`src/rtl/load_data_unit.sv`:
```
// Load data unit: tracks issued loads in order, pairs each bus response with its record and
// delivers the byte/half/word-extracted, sign/zero-extended result through a registered output.
package load_data_unit_pkg;
    typedef logic [2:0] mem_t;
    localparam mem_t MEM_NONE = 3'd0;
    localparam mem_t MEM_LB   = 3'd1;
    localparam mem_t MEM_LBU  = 3'd2;
    localparam mem_t MEM_LH   = 3'd3;
    localparam mem_t MEM_LHU  = 3'd4;
    localparam mem_t MEM_LW   = 3'd5;
    localparam mem_t MEM_SB   = 3'd6;
    localparam mem_t MEM_SW   = 3'd7;
endpackage

module load_data_unit
    import load_data_unit_pkg::*;
#(
    parameter int DEPTH = 4
) (
    input  logic                     clk,
    input  logic                     reset,
    input  logic                     req_valid,
    input  logic [1:0]               req_addr,
    input  mem_t                     req_type,
    output logic                     req_ready,
    input  logic                     flush,
    input  logic                     rsp_valid,
    input  logic [31:0]              rsp_data,
    output logic                     rsp_ready,
    output logic                     out_valid,
    output logic [31:0]              out_data,
    input  logic                     out_ready,
    output logic [$clog2(DEPTH):0]   outstanding
);
    localparam int PW = $clog2(DEPTH);
    localparam int CW = PW + 1;

    logic [1:0]    r_addrMem [DEPTH];
    mem_t          r_typeMem [DEPTH];
    logic [PW-1:0] r_head;
    logic [PW-1:0] r_tail;
    logic [CW-1:0] r_count;
    logic [CW-1:0] r_discard;
    logic          r_outValid;
    logic [31:0]   r_outData;

    logic          w_full;
    logic          w_empty;
    logic          w_isLoad;
    logic          w_push;
    logic          w_pop;
    logic          w_discarding;
    logic [CW-1:0] w_countNext;
    logic [1:0]    w_headAddr;
    mem_t          w_headType;
    logic [15:0]   w_half;
    logic [7:0]    w_byte;
    logic [31:0]   w_ext;

    assign w_full       = (r_count == CW'(DEPTH));
    assign w_empty      = (r_count == '0);
    assign w_isLoad     = (req_type == MEM_LW)  || (req_type == MEM_LH) || (req_type == MEM_LHU) ||
                          (req_type == MEM_LB)  || (req_type == MEM_LBU);
    assign w_push       = req_valid && !w_full && w_isLoad;
    assign w_discarding = (r_discard != '0);
    // A discarded response never reaches the output stage, so it need not wait for a drain.
    assign rsp_ready    = !w_empty && (w_discarding || !r_outValid || out_ready);
    assign w_pop        = rsp_valid && rsp_ready;

    assign req_ready    = !w_full;
    assign out_valid    = r_outValid;
    assign out_data     = r_outData;
    assign outstanding  = r_count;

    always_comb begin
        w_countNext = r_count;
        case ({w_push, w_pop})
            2'b10:   w_countNext = r_count + 1'b1;
            2'b01:   w_countNext = r_count - 1'b1;
            default: w_countNext = r_count;
        endcase
    end

    assign w_headAddr = r_addrMem[r_head];
    assign w_headType = r_typeMem[r_head];
    assign w_half     = w_headAddr[1] ? rsp_data[31:16] : rsp_data[15:0];

    always_comb begin
        w_byte = rsp_data[7:0];
        case (w_headAddr)
            2'd0: w_byte = rsp_data[7:0];
            2'd1: w_byte = rsp_data[15:8];
            2'd2: w_byte = rsp_data[23:16];
            2'd3: w_byte = rsp_data[31:24];
            default: w_byte = rsp_data[7:0];
        endcase
    end

    always_comb begin
        w_ext = rsp_data;
        case (w_headType)
            MEM_LH:  w_ext = {{16{w_half[15]}}, w_half};
            MEM_LHU: w_ext = {16'h0000, w_half};
            MEM_LB:  w_ext = {{24{w_byte[7]}}, w_byte};
            MEM_LBU: w_ext = {24'h000000, w_byte};
            default: w_ext = rsp_data;
        endcase
    end

    always_ff @(posedge clk) begin
        if (w_push) begin
            r_addrMem[r_tail] <= req_addr;
            r_typeMem[r_tail] <= req_type;
        end
    end

    always_ff @(posedge clk or posedge reset) begin
        if (reset) begin
            r_head  <= '0;
            r_tail  <= '0;
            r_count <= '0;
        end else begin
            if (w_push) r_tail <= r_tail + 1'b1;
            if (w_pop)  r_head <= r_head + 1'b1;
            r_count <= w_countNext;
        end
    end

    // On flush every record still queued after this edge, including a same-cycle push, is stale.
    always_ff @(posedge clk or posedge reset) begin
        if (reset) begin
            r_discard <= '0;
        end else if (flush) begin
            r_discard <= w_countNext;
        end else if (w_pop && w_discarding) begin
            r_discard <= r_discard - 1'b1;
        end
    end

    always_ff @(posedge clk or posedge reset) begin
        if (reset) begin
            r_outValid <= 1'b0;
            r_outData  <= '0;
        end else if (flush) begin
            r_outValid <= 1'b0;
        end else if (w_pop && !w_discarding) begin
            r_outValid <= 1'b1;
            r_outData  <= w_ext;
        end else if (out_ready) begin
            r_outValid <= 1'b0;
        end
    end
endmodule

```
`config.mk`:
```
export PLATFORM = sky130hd
export DESIGN_NAME = load_data_unit
export DESIGN_NICKNAME = d
export VERILOG_FILES = /design/src/rtl/load_data_unit.sv
export SDC_FILE = /design/constraint.sdc
export NUM_CORES = 1
export LEC_CHECK = 0
export BUFFER_PORTS_ARGS = -buffer_cell sky130_fd_sc_hd__clkbuf_2
export CORE_ASPECT_RATIO = 0.9
export CORE_MARGIN = 2
export CORE_UTILIZATION = 40
export DETAILED_ROUTE_END_ITERATION = 12
export GPL_TIMING_DRIVEN = 1
export PLACE_DENSITY_LB_ADDON = 0.3
export SKIP_LAST_GASP = 1
export SLEW_MARGIN = 15
export SYNTH_ARGS = -nofsm -noshare
export SYNTH_HDL_FRONTEND = slang
export SYNTH_SLANG_ARGS = --single-unit
```
`constraint.sdc`:
```
create_clock -name clk -period 5.1 [get_ports clk]
set_clock_uncertainty 0.05 [all_clocks]
set_input_delay 0.51 -clock clk [delete_from_list [all_inputs] [get_ports clk]]
set_output_delay 0.51 -clock clk [all_outputs]
set_load 0.02 [all_outputs]
```
; ---- Word level (Yosys, flattened, before mapping)
; Memory sizes are Yosys's and may differ from the RTL's.
; Cells that the tools add are included.
[totals]
memories = 2
elab_cells = 62
output_inout_bits = 38
in_bits = 43
mem_bits_rw = 20
register_bits = 43
[op_classes]
n_eq_ne = 15
n_reduce_logical = 22
mux = 11
addsub = 5
n_bitwise = 1
[memory_table]
columns = memory, words, word_bits, read_ports, rd_clocked_by_memory_dff, write_ports, line
row1 = r_typeMem, 4, 3, 1, 0, 1, 39  ; mem_t r_typeMem [DEPTH];
row2 = r_addrMem, 4, 2, 1, 0, 1, 38  ; logic [1:0] r_addrMem [DEPTH];
[ops]
columns = cell, count
row1 = one-hot mux 32 bit (4 select lines), 1
row2 = one-hot mux 8 bit (4 select lines), 1
row3 = 2-to-1 mux 16 bit, 1
row4 = "equality test 3 x 2 -> 1 bit, second input constant", 4
row5 = "equality test 3 bit, second input constant", 4
row6 = "equality test 2 bit, second input constant", 3
row7 = "equality test 3 x 1 -> 1 bit, second input constant", 2
row8 = logical AND 1 bit, 6
row9 = logical OR 1 bit, 6
row10 = 2-to-1 mux 3 bit, 2
row11 = one-hot mux 3 bit (2 select lines), 1
row12 = nonzero test 3 bit, 2
row13 = "subtractor 3 x 1 -> 3 bit, second input constant", 2
row14 = 2-to-1 mux 1 bit, 5
row15 = "adder 2 x 1 -> 2 bit, second input constant", 2
row16 = "equality test 2 x 1 -> 1 bit, second input constant", 2
row17 = zero test 1 bit, 4
row18 = "adder 3 x 1 -> 3 bit, second input constant", 1
row19 = zero test 3 bit, 1
row20 = zero test 2 bit, 1
row21 = AND reduction 2 bit, 1
row22 = nonzero test 2 bit, 1
row23 = inverter 1 bit, 1

; ---- Longest topological paths before layout
[logic_depth]
depth_word = 9
depth_mapped = 13
ltp_nobuf = 12

; ---- Least setup slack after synthesis
; No wires, ideal clock.
[synth_path]
path_type = reg2reg
from = register r_count[0] (netlist: outstanding[0])
to = register r_discard[2]
setup_time_ns = 0.083
t_arrival_ns = 2.405
t_required_ns = 4.967
path_slack_ns = 2.562
path_stages_with_launch = 14
path_buffers = 1
period_less_slack_ns = 2.538
path_cell_list = dfrtp_1 inv_1 nand3_1 and3_1 clkbuf_1 inv_1 ha_1 inv_1 fa_1 xor2_1 nor2_1 xor2_1 nand2_1 o21ai_0
[synth_via]
elab_chain_len = 7
word_cells_on_any_way = 16
cone_classes = add/sub (2) / eq/ne (3) / mux (2) / reduce/logical (9)
[synth_rtl]
columns = element, line
row1 = "start, declared", 42  ; logic [CW-1:0] r_count;
row2 = "start signal, assigned", 125  ; r_count <= w_countNext;
row3 = equality test 3 bit (*), 60  ; assign w_full = (r_count == CW'(DEPTH));
row4 = zero test 1 bit (*), -
row5 = via req_ready, 25  ; output logic req_ready,
row6 = logical AND 1 bit (*) (2 in a row), 64  ; assign w_push = req_valid && !w_full && w_isLoad;
row7 = equality test 2 x 1 -> 1 bit / equality test 2 bit (equally long branches), 77  ; case ({w_push, w_pop})
row8 = one-hot mux 3 bit (2 select lines) (*), 77
row9 = via w_countNext[2], 53  ; logic [CW-1:0] w_countNext;
row10 = 2-to-1 mux 3 bit (*), 133  ; end else if (flush) begin
row11 = "end signal, assigned", 134  ; r_discard <= w_countNext;
row12 = "end signal, assigned", 136  ; r_discard <= r_discard - 1'b1;
row13 = "end, declared", 43  ; logic [CW-1:0] r_discard;
; Mark *: on every way through the listed nets, which the timed path passes. The rest lies on a longest branch.
; A chain may end at the register's enable or synchronous reset.

; ---- Final worst setup path
[layout_path]
from = register r_discard[0]
to = register r_outData[6] (netlist: out_data[6])
[layout_via]
elab_chain_len = 7
word_cells_on_any_way = 8
cone_classes = reduce/logical (8)
[layout_rtl]
columns = element, line
row1 = nonzero test 3 bit (*), 65  ; assign w_discarding = (r_discard != '0);
row2 = logical OR 1 bit (2 in a row), 67  ; assign rsp_ready = !w_empty && (w_discarding || !r_outValid || out_ready);
row3 = logical AND 1 bit, 67
row4 = logical AND 1 bit, 68  ; assign w_pop = rsp_valid && rsp_ready;
row5 = logical AND 1 bit (*), 146  ; end else if (w_pop && !w_discarding) begin
row6 = AND reduction 2 bit (no line) (*), -
row7 = "end signal, assigned", 148  ; r_outData <= w_ext;
row8 = "end, declared", 45  ; logic [31:0] r_outData;
; Every way passes the cells marked *; elsewhere a longest branch is shown, timed or not.

==> flow_metrics.py <==
metrics = {
    "finish": {
        "layout_commonest_cell": "clkbuf_2",
        "nets": 454,
        "syn_to_final_growth_pct": 18.5,
        "n_fill_cell": 810,
        "final_cell_mix": "clkbuf_2, nand2_1, dfrtp_1",
        "final_area_um2": 4120,
        "antennaDiodeCount": 0,
        "layout-drive-gt1-share_pct": 30.1,
    },
    "routing": {
        "num_vias": 2733,
        "drtIter0Drc": 151,
        "wire_per_inst_um": 15.3,
        "drc": 0,
        "drt_wl_total_um": 8060,
        "routed_via_density": 5.19,
        "ant_nets": 0,
        "dr.pass1.iters": 5,
    },
    "cts": {
        "worstSkewPairLatency_ps": 340,
        "cts_max_path_buffers": 2,
        "hold_buffers": 0,
        "cts_sinks": 63,
        "cts_buffers": 9,
        "cts_setup_buffers": 0,
        "path_clk_slew_ps": 80,
        "cts_htree_levels": 3,
        "cts_resized": 0,
        "cts_tree": "done",
        "cts_root_buf": "clkbuf_8",
    },
    "power": {
        "vdd_drop_max_mv": 0.298,
        "power.share.combinational_pct": 51.2,
        "swShare_pct": 45.5,
        "power_frac_clock_pct": 16.8,
        "p_leak_nw": 1.82,
        "pwr-share-seq_pct": 32.0,
        "power_per_cell_area_nw_per_um2": 644,
        "internal_power_mw": 1.45,
        "power.switching_mw": 1.21,
    },
    "setup_path": {
        "arrival_ps": 2860,
        "ff2ff_setup_slack_ps": 2450,
        "timing.rr.end": "out_data[6]",
        "startpoint": "r_discard[0]",
        "timing.critical_path.from_type": "register",
        "cp_max_fo": 47,
        "reg2reg_depth": 7,
        "reg2reg_from": "r_discard[0]",
        "crit_required_ps": 5310,
        "path_class": "reg2reg",
        "cp-endpoint": "out_data[6]",
        "cp-end-kind": "register",
    },
    "synth": {
        "syn_area_um2": 3480,
        "synth_top_family_by_area": "simple AND/OR/NAND/NOR gates",
        "postSynthAreaPerCell_um2": 10.5,
        "synthCells": 332,
        "yosys.area_share.adder_pct": 3.09,
        "synth-xor-area-share_pct": 2.27,
        "ys_seq_elements": 63,
        "ys_seq_area_share_pct": 48.2,
        "synthFlopType": "dfrtp_1",
        "yosys.area_share.simple_pct": 16.2,
        "async_flop_share_pct": 68.3,
        "ys_types": 41,
        "syn_nets": 383,
        "synth_compound_area_share_pct": 14.2,
        "ys_warn_count": 0,
        "synth_edf_count": 20,
        "synth_mux_area_share_pct": 10.6,
    },
    "die": {
        "start_util_pct": 40.8,
        "die_area_um2": 9460,
        "io_pins": 81,
        "rows": 32,
        "die_y_um": 92.5,
        "coreArea_um2": 8530,
        "fp.dieW_um": 102,
    },
    "hold_path": {
        "hold_class": "in2async",
    },
    "sta": {
        "fin_crit_sh_pct": 51.9,
        "setup_violations": 0,
        "tightest_slew_ps": 885,
        "tns_ps": 0,
        "max_slew_margin_pct": 40.6,
        "fin_crit_ps": 2650,
        "drv_slew": 0,
        "rsz0062_at_grt": "false",
        "fmax_mhz": 378,
        "hold_viol": 0,
    },
    "grt": {
        "grt.total_usage_pct": 18.1,
        "grt_remaining_overflow": 0,
        "grt_max_degree": 48,
        "grt_pass1_vias": 2639,
        "antenna_found_initial": 0,
        "grt_pass1_wl_um": 13200,
    },
    "place": {
        "hpwl_um": 5960,
        "numPortBuffers": 80,
        "dpl-instance-area_um2": 3920,
        "gp_congestion": 0.820,
    },
    "run_status": {
        "status": "complete, no violations",
    },
    "job": {
        "maxCapViolations": 0,
    },
}
[power by group through the flow]
stage          logic, mW  registers, mW  clock network, mW
2_1_floorplan      0.937          0.992                  0
3_3_place_gp        1.35          0.858                  0
3_5_place_dp        1.36          0.862                  0
4_1_cts             1.37          0.853              0.460
5_1_grt             1.51          0.878              0.477
6_report            1.36          0.850              0.446
[how the worst min path moves through the flow]
| stage | start | end | slack (ps) |
|---|---|---|---|
| 6_report | reset | r_tail[0] | 220 |
| 5_1_grt | reset | r_tail[1] | 270 |
| 4_1_cts | reset | out_data[11] | 240 |
| 3_5_place_dp | out_data[2] | out_data[2] | 420 |
| 3_3_place_gp | out_data[5] | out_data[5] | 440 |
| 2_1_floorplan | r_discard[1] | r_discard[1] | 490 |
[state kept, by name, summed over array words and instances (netlist names)]
name / cells
r_discard: 3
r_typeMem: 12
out_data: 32
outstanding: 3
r_tail: 2
r_head: 2
out_valid: 1
r_addrMem: 8
[logic make-up (layout without fill, tap and decap cells)]
kind of cell / count (synthesis) / after routing
flip-flops: 63 / 63
AND/OR/NAND/NOR: 114 / 114
XOR/XNOR: 9 / 9
multiplexers: 29 / 29
buffers and inverters: 39 / 115
adder cells (fa/ha/maj): 8 / 8
AO/OA/AOI/OAI: 70 / 70
[through the flow]
stage / power [mW] / hold WS, ps / instances / utilization, % / setup slack [ps]
floorplan: 1.93 / 493 / 332 / - / 2560
global route: 2.86 / 270 / 527 / 48.3 / 2170
CTS: 2.68 / 238 / 527 / 48.3 / 2450
detailed placement: 2.22 / 425 / 511 / 45.9 / 2460
finish: 2.65 / 225 / 527 / 48.3 / 2450
global placement: 2.20 / 436 / 511 / 45.9 / 2550
[Yosys cell counts (all sizes together) (5+ instances only)]
| cell | instances | area (um^2) |
|---|---|---|
| xor2 | 5 | 43.8 |
| clkbuf | 10 | 37.5 |
| edfxtp | 20 | 601 |
| o21ai | 7 | 35.0 |
| o211ai | 7 | 66.3 |
| nor2b | 5 | 31.3 |
| a21oi | 19 | 95.1 |
| nand2 | 45 | 169 |
| dfrtp | 43 | 1080 |
| nand4 | 13 | 81.3 |
| ha | 7 | 87.6 |
| nand3 | 6 | 42.5 |
| o2111ai | 7 | 105 |
| inv | 17 | 63.8 |
| mux2 | 9 | 105 |
| mux4 | 5 | 113 |
| mux2i | 15 | 150 |
| a31oi | 18 | 113 |
| nand2b | 10 | 62.6 |
| o22ai | 7 | 43.8 |
| nor2 | 24 | 90.1 |
| buf | 12 | 87.6 |
[critical path, cell delays in order (launching register included)]
cell and delay [ps]:
dfrtp_1 400, inv_1 80, ha_1 160, nand2b_1 90, nor4_4 790, buf_4 540, nand3_4 220, o2111ai_2 230
[final cells by class]
cell class              count  area (um^2)  share of cell area, %
flip-flops and latches     63         1680                   40.7
multi-input cells         230         1610                   39.1
clock inverters             7         78.8                   1.91
well taps                 119          149                   3.61
clock buffers               9          124                   3.01
repair buffers             82          415                   10.1
inverters                  17         63.8                   1.55
[per-layer routing]
metal	GRT usage, %	share of wire [%]
met2	28.6	46
met1	23.9	44
met4	6.67	2.0
met5	0	0
met3	4.60	7.9
(Power assumes the default switching activity.)
